[src/rtl/emulib_ckpt_sched.sv]
// emulib_ckpt_sched: sequences halt, scan DMA and resume for host and periodic checkpoint saves/loads
module emulib_ckpt_sched #(
  parameter int NUM_SLOTS = 4,
  parameter int PERIOD_WIDTH = 32,
  localparam int SLOT_W = (NUM_SLOTS > 1) ? $clog2(NUM_SLOTS) : 1
) (
  input  logic                    host_clk,
  input  logic                    host_rst_n,
  input  logic                    cmd_valid,
  output logic                    cmd_ready,
  input  logic [1:0]              cmd_op,
  input  logic [PERIOD_WIDTH-1:0] cmd_arg,
  output logic                    emu_halt,
  input  logic                    emu_halted,
  output logic                    scan_start,
  output logic                    scan_direction,
  input  logic                    scan_running,
  output logic [SLOT_W-1:0]       scan_slot,
  output logic                    done_valid,
  output logic [1:0]              done_op,
  output logic                    done_err,
  output logic [SLOT_W-1:0]       done_slot,
  output logic                    busy,
  output logic [31:0]             save_count
);
  typedef enum logic [2:0] {IDLE, HALT, START, WAIT_RUN, WAIT_DONE, RESUME, DONE} state_t;
  state_t state;
  logic [SLOT_W-1:0] wr_slot;
  logic [PERIOD_WIDTH-1:0] period_reg, timer;
  logic auto_pend, load_ok, tick;
  assign load_ok = cmd_arg < PERIOD_WIDTH'(NUM_SLOTS);
  assign tick = period_reg != '0 && !emu_halted && !auto_pend;
  assign cmd_ready = state == IDLE;
  assign busy = state != IDLE;
  assign emu_halt = state inside {HALT, START, WAIT_RUN, WAIT_DONE};
  assign scan_start = state == START;
  assign done_valid = state == DONE;
  assign done_slot = scan_slot;
  always_ff @(posedge host_clk or negedge host_rst_n)
    if (!host_rst_n) begin
      state <= IDLE;
      wr_slot <= '0;
      period_reg <= '0;
      timer <= '0;
      auto_pend <= 1'b0;
      scan_direction <= 1'b0;
      scan_slot <= '0;
      done_op <= '0;
      done_err <= 1'b0;
      save_count <= '0;
    end else begin
      case (state)
        IDLE: begin
          if (tick) begin
            timer <= (timer < PERIOD_WIDTH'(2)) ? period_reg : timer - 1'b1;
            auto_pend <= timer < PERIOD_WIDTH'(2);
          end
          // later assignments below let a host command override the timer's decision
          if (cmd_valid) begin
            case (cmd_op)
              2'd0: begin
                state <= HALT;
                done_op <= 2'd0;
                done_err <= 1'b0;
                scan_direction <= 1'b0;
                scan_slot <= wr_slot;
                auto_pend <= 1'b0;
              end
              2'd1: begin
                state <= load_ok ? HALT : DONE;
                done_op <= 2'd1;
                done_err <= !load_ok;
                scan_direction <= 1'b1;
                scan_slot <= cmd_arg[SLOT_W-1:0];
              end
              2'd2: begin
                period_reg <= cmd_arg;
                timer <= cmd_arg;
                auto_pend <= auto_pend;
              end
              default: begin
                state <= DONE;
                done_op <= cmd_op;
                done_err <= 1'b1;
              end
            endcase
          end else if (auto_pend) begin
            state <= HALT;
            done_op <= 2'd0;
            done_err <= 1'b0;
            scan_direction <= 1'b0;
            scan_slot <= wr_slot;
            auto_pend <= 1'b0;
          end
        end
        HALT: state <= (emu_halted && !scan_running) ? START : HALT;
        START: state <= WAIT_RUN;
        WAIT_RUN: state <= scan_running ? WAIT_DONE : WAIT_RUN;
        WAIT_DONE: state <= scan_running ? WAIT_DONE : RESUME;
        RESUME: begin
          if (done_op == 2'd0) begin
            wr_slot <= (wr_slot == SLOT_W'(NUM_SLOTS - 1)) ? '0 : wr_slot + 1'b1;
            save_count <= save_count + 32'd1;
          end
          state <= DONE;
        end
        DONE: state <= IDLE;
        default: state <= IDLE;
      endcase
    end
endmodule

[config.mk]
export PLATFORM = sky130hd
export DESIGN_NAME = emulib_ckpt_sched
export DESIGN_NICKNAME = d
export VERILOG_FILES = /design/src/rtl/emulib_ckpt_sched.sv
export SDC_FILE = /design/constraint.sdc
export NUM_CORES = 1
export LEC_CHECK = 0
export CAP_MARGIN = 20
export CORE_MARGIN = 2
export CORE_UTILIZATION = 40
export CTS_CLUSTER_DIAMETER = 80
export DETAILED_ROUTE_END_ITERATION = 8
export PLACE_DENSITY = 0.59
export REMOVE_ABC_BUFFERS = 1
export SYNTH_ARGS = -nofsm -noshare
export SYNTH_HDL_FRONTEND = slang
export SYNTH_SLANG_ARGS = --single-unit
[constraint.sdc]
create_clock -name host_clk -period 6.24 [get_ports host_clk]
set_input_delay 1.248 -clock host_clk [delete_from_list [all_inputs] [get_ports host_clk]]
set_output_delay 1.248 -clock host_clk [all_outputs]
set_load 0.01 [all_outputs]
==> summary.md, run 1 <==
| Metric | Value |
|---|---|
| Run status | finished, final reports clean |
| Final Cycle Share | 0.614 |
| Static leakage | around 3 nW |
| First-pass GRT wire length | between 20000 and 30000 um |
| H-tree Lvls | 3 |
| Crit-path max cell delay | approximately 0.73 ns |
| Syn avg cell area | a little under 9 um2 |
| Maximum net fanout on the critical path | 20 |
| Initial antenna violation count | 0 |
| Final setup vio count | 0 |
| Area Growth Syn to Fin | 21.9% |
| Total CTS buffers | 9 |
| R2r setup slk | roughly 3.2 ns |
| RePlAce Congestion | ~0.91 |
| Unrepaired setup endpoints after global routing | no |
| Post-synth EDFFs | 0 |
| WS Path Type | primary input to register |
| CTS Buffer Depth | 2 |
| Type of the tightest min-delay check | register to register |
| Pin count of the biggest net entering global routing | 58 |
| Initial DRC Count | between 300 and 400 |
| Clk_skew | ~0.0076 ns |
| Top FF cell, synth | dfrtp_1 |
| Worst vdd ir | ~0.20 mV |
| Final hold vios | 0 |
| Boundary Pins | 84 |
| GR Util All Layers | 0.218 |
| Die width | ~120 um |
| Vias in the first global route | 4800 |
| Cells along the critical path | clkdlybuf4s50_1, nand2_1, nor2_1, nor2_1, nand2b_1, nor2_1, o32ai_1 |
| Clk_lat worst skew | about 0.36 ns |
| Fmax | 0.261 GHz |
| Yosys warning count | 0 |
| Synth Cell Area | around 5700 um2 |
| Hold path depth | 1 |
| Worst setup EP type | register |
| DR vias/cell | approximately 5.7 |
| Critical Path Start Type | primary input |
| CTS root buffer | clkbuf_16 |
| Syn Inst Count | around 650 |
| Worst-path clk slew | approximately 0.07 ns |
| TritonCTS clock tree | done |
| Slowest-stage cell, CP | nand2b_1 |
| Detail Route Antenna Nets | 0 |
| First drt pass iteration count | 5 |
| Grt ovf | 0 |
| Most used cell, CP | nor2_1 |
| Total Die Area | around 15000 um2 |
| Core Rows | 43 |
| Final Net Count | approximately 760 |
| Clk sinks | between 100 and 150 |
| Number of buffers inserted by hold repair at cts | 0 |
| Slew Viols, Final | 0 |
| Register area share after synthesis | 0.472 |
| CP arrival | between 4 and 5 ns |
| Yosys reg bits | ~110 |
| Postcts setup bufs | 0 |
| Top-area cell type share of the netlist area | 0.472 |
| Required @ worst endpoint | 6.50 ns |
| Final Critical Period | 3.83 ns |
| Max_cap viols | 0 |
| Delay-heaviest family, CP | simple AND/OR/NAND/NOR gates |
| Placeable Area | 13900 um2 |
| I/O Buffers | 83 |
| Initial core utilization | 0.411 |
| Post-DR wirelength/cell | between 15 and 20 um |
| Worst Path Buf+Inv | 1 |
| Share of layout cells above drive strength 1 | 0.0529 |
| DR vias | approximately 5000 |
| Async SR Flop Fraction | 1.00 |
| R2R depth | 6 |
| Setup TNS | 0 ns |
| Vert. Die Dim | ~120 um |
| Pwr Density | ~380 nW/um2 |
| Synth top area cells | dfrtp_1 (47%), nand2_1 (9.9%), xnor2_1 (3.8%) |
| CP Depth | 7 |
| Final Hold Slack | ~0.49 ns |
| Slew of the pin with the lowest slew margin | about 1.1 ns |
| Commonest non-fill, non-tap cell in the layout | nand2_1 |
| Post-synthesis cell type count | 67 |
| Post-cts resize count | 0 |
| Commonest cells after routing, fill and taps aside | nand2_1 (151), dfrtp_1 (108), clkdlybuf4s50_1 (82) |
| Hpwl dp | 11300 um |
| Layout fillers | 1312 |
| Synth area leader | dfrtp_1 |
| Relative slew margins | 0.256 |
| Final WL | 15900 um |
| DR DRC count | 0 |
| ANT cells | 0 |
[cell type report]
class,instances,area (um2),area share
Clock buffer,11,243,0.0348
Clock inverter,5,60.1,0.00860
Inverter,7,26.3,0.00376
Multi-Input combinational cell,499,2850,0.408
Sequential cell,108,2700,0.387
Tap cell,180,225,0.0323
Timing Repair Buffer,89,873,0.125
[power breakdown]
part           internal [W]  switching, W  leakage [nW]
Sequential         0.000934      0.000267          1.38
Combinational      0.000396      0.000468          1.46
Clock              0.000324      0.000269         0.146
Total               0.00165       0.00100          2.99
[final timing paths]
check / from / end
max: cmd_valid / timer[11]$_DFFE_PN0P_
min: save_count[31]$_DFFE_PN0P_ / save_count[31]$_DFFE_PN0P_
max reg2reg: period_reg[24]$_DFFE_PN0P_ / timer[11]$_DFFE_PN0P_
min reg2reg: save_count[31]$_DFFE_PN0P_ / save_count[31]$_DFFE_PN0P_
min in group asynchronous: host_rst_n / period_reg[10]$_DFFE_PN0P_
max in group asynchronous: host_rst_n / save_count[19]$_DFFE_PN0P_
[kinds of logic (layout without fill, tap and decap cells)]
kind of cell | after synthesis | in the layout | share of synthesized area
buf+inv | 38 | 112 | 0.0301
xor+xnor | 37 | 37 | 0.0566
simple gates | 337 | 337 | 0.288
compound gates | 112 | 112 | 0.128
flops | 108 | 108 | 0.472
fa+ha+maj | 3 | 3 | 0.00656
mux | 10 | 10 | 0.0181
[cell usage after synthesis (15+ instances only)]
cell type	instances
a21oi_1	23
xnor2_1	25
nor2_1	48
buf_2	15
o21ai_1	16
nor3_1	25
nand2_1	151
o211ai_1	20
nor4_1	20
nand3_1	25
o21ai_0	15
dfrtp_1	108
[metrics by stage]
| step | util | cells | area (um2) | power (W) | worst slack [ns] |
|---|---|---|---|---|---|
| 2_1_floorplan | - | 614 | 5580 | 0.00169 | 3.17 |
| 3_3_place_gp | 0.479 | 883 | 6680 | 0.00205 | 2.18 |
| 3_5_place_dp | 0.479 | 883 | 6680 | 0.00207 | 2.13 |
| 4_1_cts | 0.501 | 899 | 6980 | 0.00267 | 2.49 |
| 5_1_grt | 0.501 | 899 | 6980 | 0.00284 | 2.29 |
| 6_report | 0.501 | 899 | 6980 | 0.00266 | 2.41 |
[per-layer routing]
| metal | global-route usage | vias up | part of all wire |
|---|---|---|---|
| met1 | 0.315 | 2521 | 0.47 |
| met4 | 0.0952 | 0 | 0.023 |
| li1 | - | 2427 | - |
| met2 | 0.330 | 145 | 0.46 |
| met3 | 0.0252 | 19 | 0.048 |
| met5 | 0 | - | 0 |
(Power assumes the default switching activity.)
==> run 2: changes to the inputs <==
==> constraint.sdc (replaced) <==
create_clock -name host_clk -period 3.6 [get_ports host_clk]
set_input_delay 0.72 -clock host_clk [delete_from_list [all_inputs] [get_ports host_clk]]
set_output_delay 0.72 -clock host_clk [all_outputs]
set_load 0.01 [all_outputs]
==> run 2 against run 1 <==
Net effect: die area unchanged; critical endpoint is now cmd_ready; global-route usage up 0.46 points; final cell count up 0.78%; register-to-register slack worse by 2.4 ns; design area up 0.52%; count of clock-buffer cells in the layout up 1; largest cell class unchanged; clock skew down 0.0015 ns; largest power group unchanged; combinational power up 76%; worst hold slack worse by 0.012 ns.
==> summary.md, run 2 (same netlist as run 1, synthesis figures left out) <==
| Metric | Value |
|---|---|
| Maximum net fanout on the critical path | 12 (-40%) |
| CTS root buffer | clkbuf_16 |
| Layout fillers | 1350 (+2.9%) |
| Final Critical Period | just over 3 ns |
| Static leakage | 3.01 nW (+0.96%) |
| First drt pass iteration count | 5 (unchanged) |
| Initial DRC Count | 323 (-17%) |
| Type of the tightest min-delay check | register to register |
| Final setup vio count | 0 (unchanged) |
| Run status | finished, final reports clean |
| Initial antenna violation count | 0 (unchanged) |
| H-tree Lvls | 3 (unchanged) |
| CP arrival | 2.31 ns (-1.77 ns) |
| DR vias/cell | 5.56 (-2.2%) |
| Setup TNS | 0 ns (unchanged) |
| Vert. Die Dim | 124 um (unchanged) |
| Die width | 124 um (unchanged) |
| Grt ovf | 0 (unchanged) |
| GR Util All Layers | 0.222 (+0.00463) |
| Share of layout cells above drive strength 1 | 0.0606 (+0.00775) |
| Final WL | 15800 um (-0.72%) |
| Pin count of the biggest net entering global routing | 70 (+21%) |
| Slew of the pin with the lowest slew margin | 0.899 ns (-0.211 ns) |
| Slew Viols, Final | 0 (unchanged) |
| Hpwl dp | 11600 um (+2.5%) |
| Clk sinks | 108 (unchanged) |
| Commonest non-fill, non-tap cell in the layout | nand2_1 |
| Final Hold Slack | 0.476 ns (-0.0125 ns) |
| Multi-input logic area | 2850 um2 (unchanged) |
| Postcts setup bufs | 0 (unchanged) |
| ANT cells | 0 (unchanged) |
| Finished Core Util | 0.504 (+0.00260) |
| Boundary Pins | 84 (unchanged) |
| Number of buffers inserted by hold repair at cts | 0 (unchanged) |
| Area Growth Syn to Fin | 22.5% |
| CTS Buffer Depth | 2 (unchanged) |
| Critical Path Start Type | register |
| Detail Route Antenna Nets | 0 (unchanged) |
| Post-cts resize count | 0 (unchanged) |
| Relative slew margins | 0.401 (+0.145) |
| I/O Buffers | 83 (unchanged) |
| Clk_skew | 0.00603 ns (-0.00154 ns) |
| Post-DR wirelength/cell | 17.5 um (-1.5%) |
| RePlAce Congestion | 0.886 (-2.8%) |
| Worst setup EP type | primary output |
| First-pass GRT wire length | 26200 um (+3.0%) |
| Required @ worst endpoint | 2.88 ns (-3.62 ns) |
| Initial core utilization | 0.411 (unchanged) |
| Sequential cell area | 2700 um2 (unchanged) |
| Pwr Density | 643 nW/um2 (+69%) |
| Commonest cells after routing, fill and taps aside | nand2_1 (151), dfrtp_1 (108), clkdlybuf4s50_1 (82) |
| DR DRC count | 0 (unchanged) |
| Final Cycle Share | 0.842 |
| Final Net Count | 765 (+1.2%) |
| TritonCTS clock tree | done |
| Vias in the first global route | 5070 (+5.6%) |
| Fmax | approximately 0.33 GHz |
| Total Die Area | 15300 um2 (unchanged) |
| Placeable Area | 13900 um2 (unchanged) |
| Max_cap viols | 0 (unchanged) |
| Unrepaired setup endpoints after global routing | no |
| DR vias | 5040 (-1.4%) |
| Total CTS buffers | 9 (unchanged) |
| Final hold vios | 0 (unchanged) |
| Worst vdd ir | 0.316 mV (+59%) |
| WS Path Type | register to primary output |
| Clk_lat worst skew | 0.35 ns (about the same) |
| Worst-path clk slew | 0.07 ns (about the same) |
| Core Rows | 43 (unchanged) |
==> run 2: cell types whose count changed in the layout (fill, tap and decap cells not counted) <==
cell | before | now
buf_4 | 7 | 15
bufinv_16 | 1 | 0
inv_6 | 1 | 0
clkbuf_1 | 1 | 2
buf_12 | 0 | 1
clkinv_4 | 1 | 0
==> run 2: through the flow <==
step                power (W)  worst slack (ns)  instance area, um2  std cells
floorplan             0.00294             0.988                5580        614
global placement      0.00356             0.652                6760        892
detailed placement    0.00361             0.535                6760        892
CTS                   0.00453             0.552                7020        906
global route          0.00483             0.468                7020        906
finish                0.00451             0.567                7020        906
==> run 2: area by class of cell <==
cell class | instances | area share
Multi-Input combinational cell | 499 | 0.406
Sequential cell | 108 | 0.385
Timing Repair Buffer | 98 | 0.136
Clock buffer | 12 | 0.0351
Tap cell | 180 | 0.0321
Inverter | 7 | 0.00374
Clock inverter | 2 | 0.00178
==> run 2: final timing paths <==
path	start	endpoint	slack, ns	cells after the start
worst max-delay path	state[2]$_DFFE_PN0P_	cmd_ready	0.57	3
worst min-delay path	save_count[31]$_DFFE_PN0P_	save_count[31]$_DFFE_PN0P_	0.48	1
worst max register to register	period_reg[0]$_DFFE_PN0P_	timer[8]$_DFFE_PN0P_	0.79	6
worst min register to register	save_count[31]$_DFFE_PN0P_	save_count[31]$_DFFE_PN0P_	0.48	1
max in group asynchronous	host_rst_n	timer[13]$_DFFE_PN0P_	2.35	2
min in group asynchronous	host_rst_n	period_reg[10]$_DFFE_PN0P_	0.49	1
==> run 2: critical path, stage by stage (launching register included) <==
cell and delay (ns):
dfrtp_1 0.49, or3_1 0.63, clkinv_1 0.25, clkdlybuf4s50_1 0.59
==> run 2: routing by layer <==
layer,vias to the layer above,share of wire,GRT usage
met4,0,0.025,0.0902
met3,28,0.049,0.0316
li1,2441,-,-
met2,138,0.46,0.347
met1,2433,0.47,0.312
met5,-,0,0
==> run 2: report_power, final <==
part	internal (W)	total, W	switching [W]
clock network	0.000480	0.000903	0.000423
registers	0.00162	0.00208	0.000465
logic	0.000705	0.00152	0.000820
total	0.00280	0.00451	0.00171
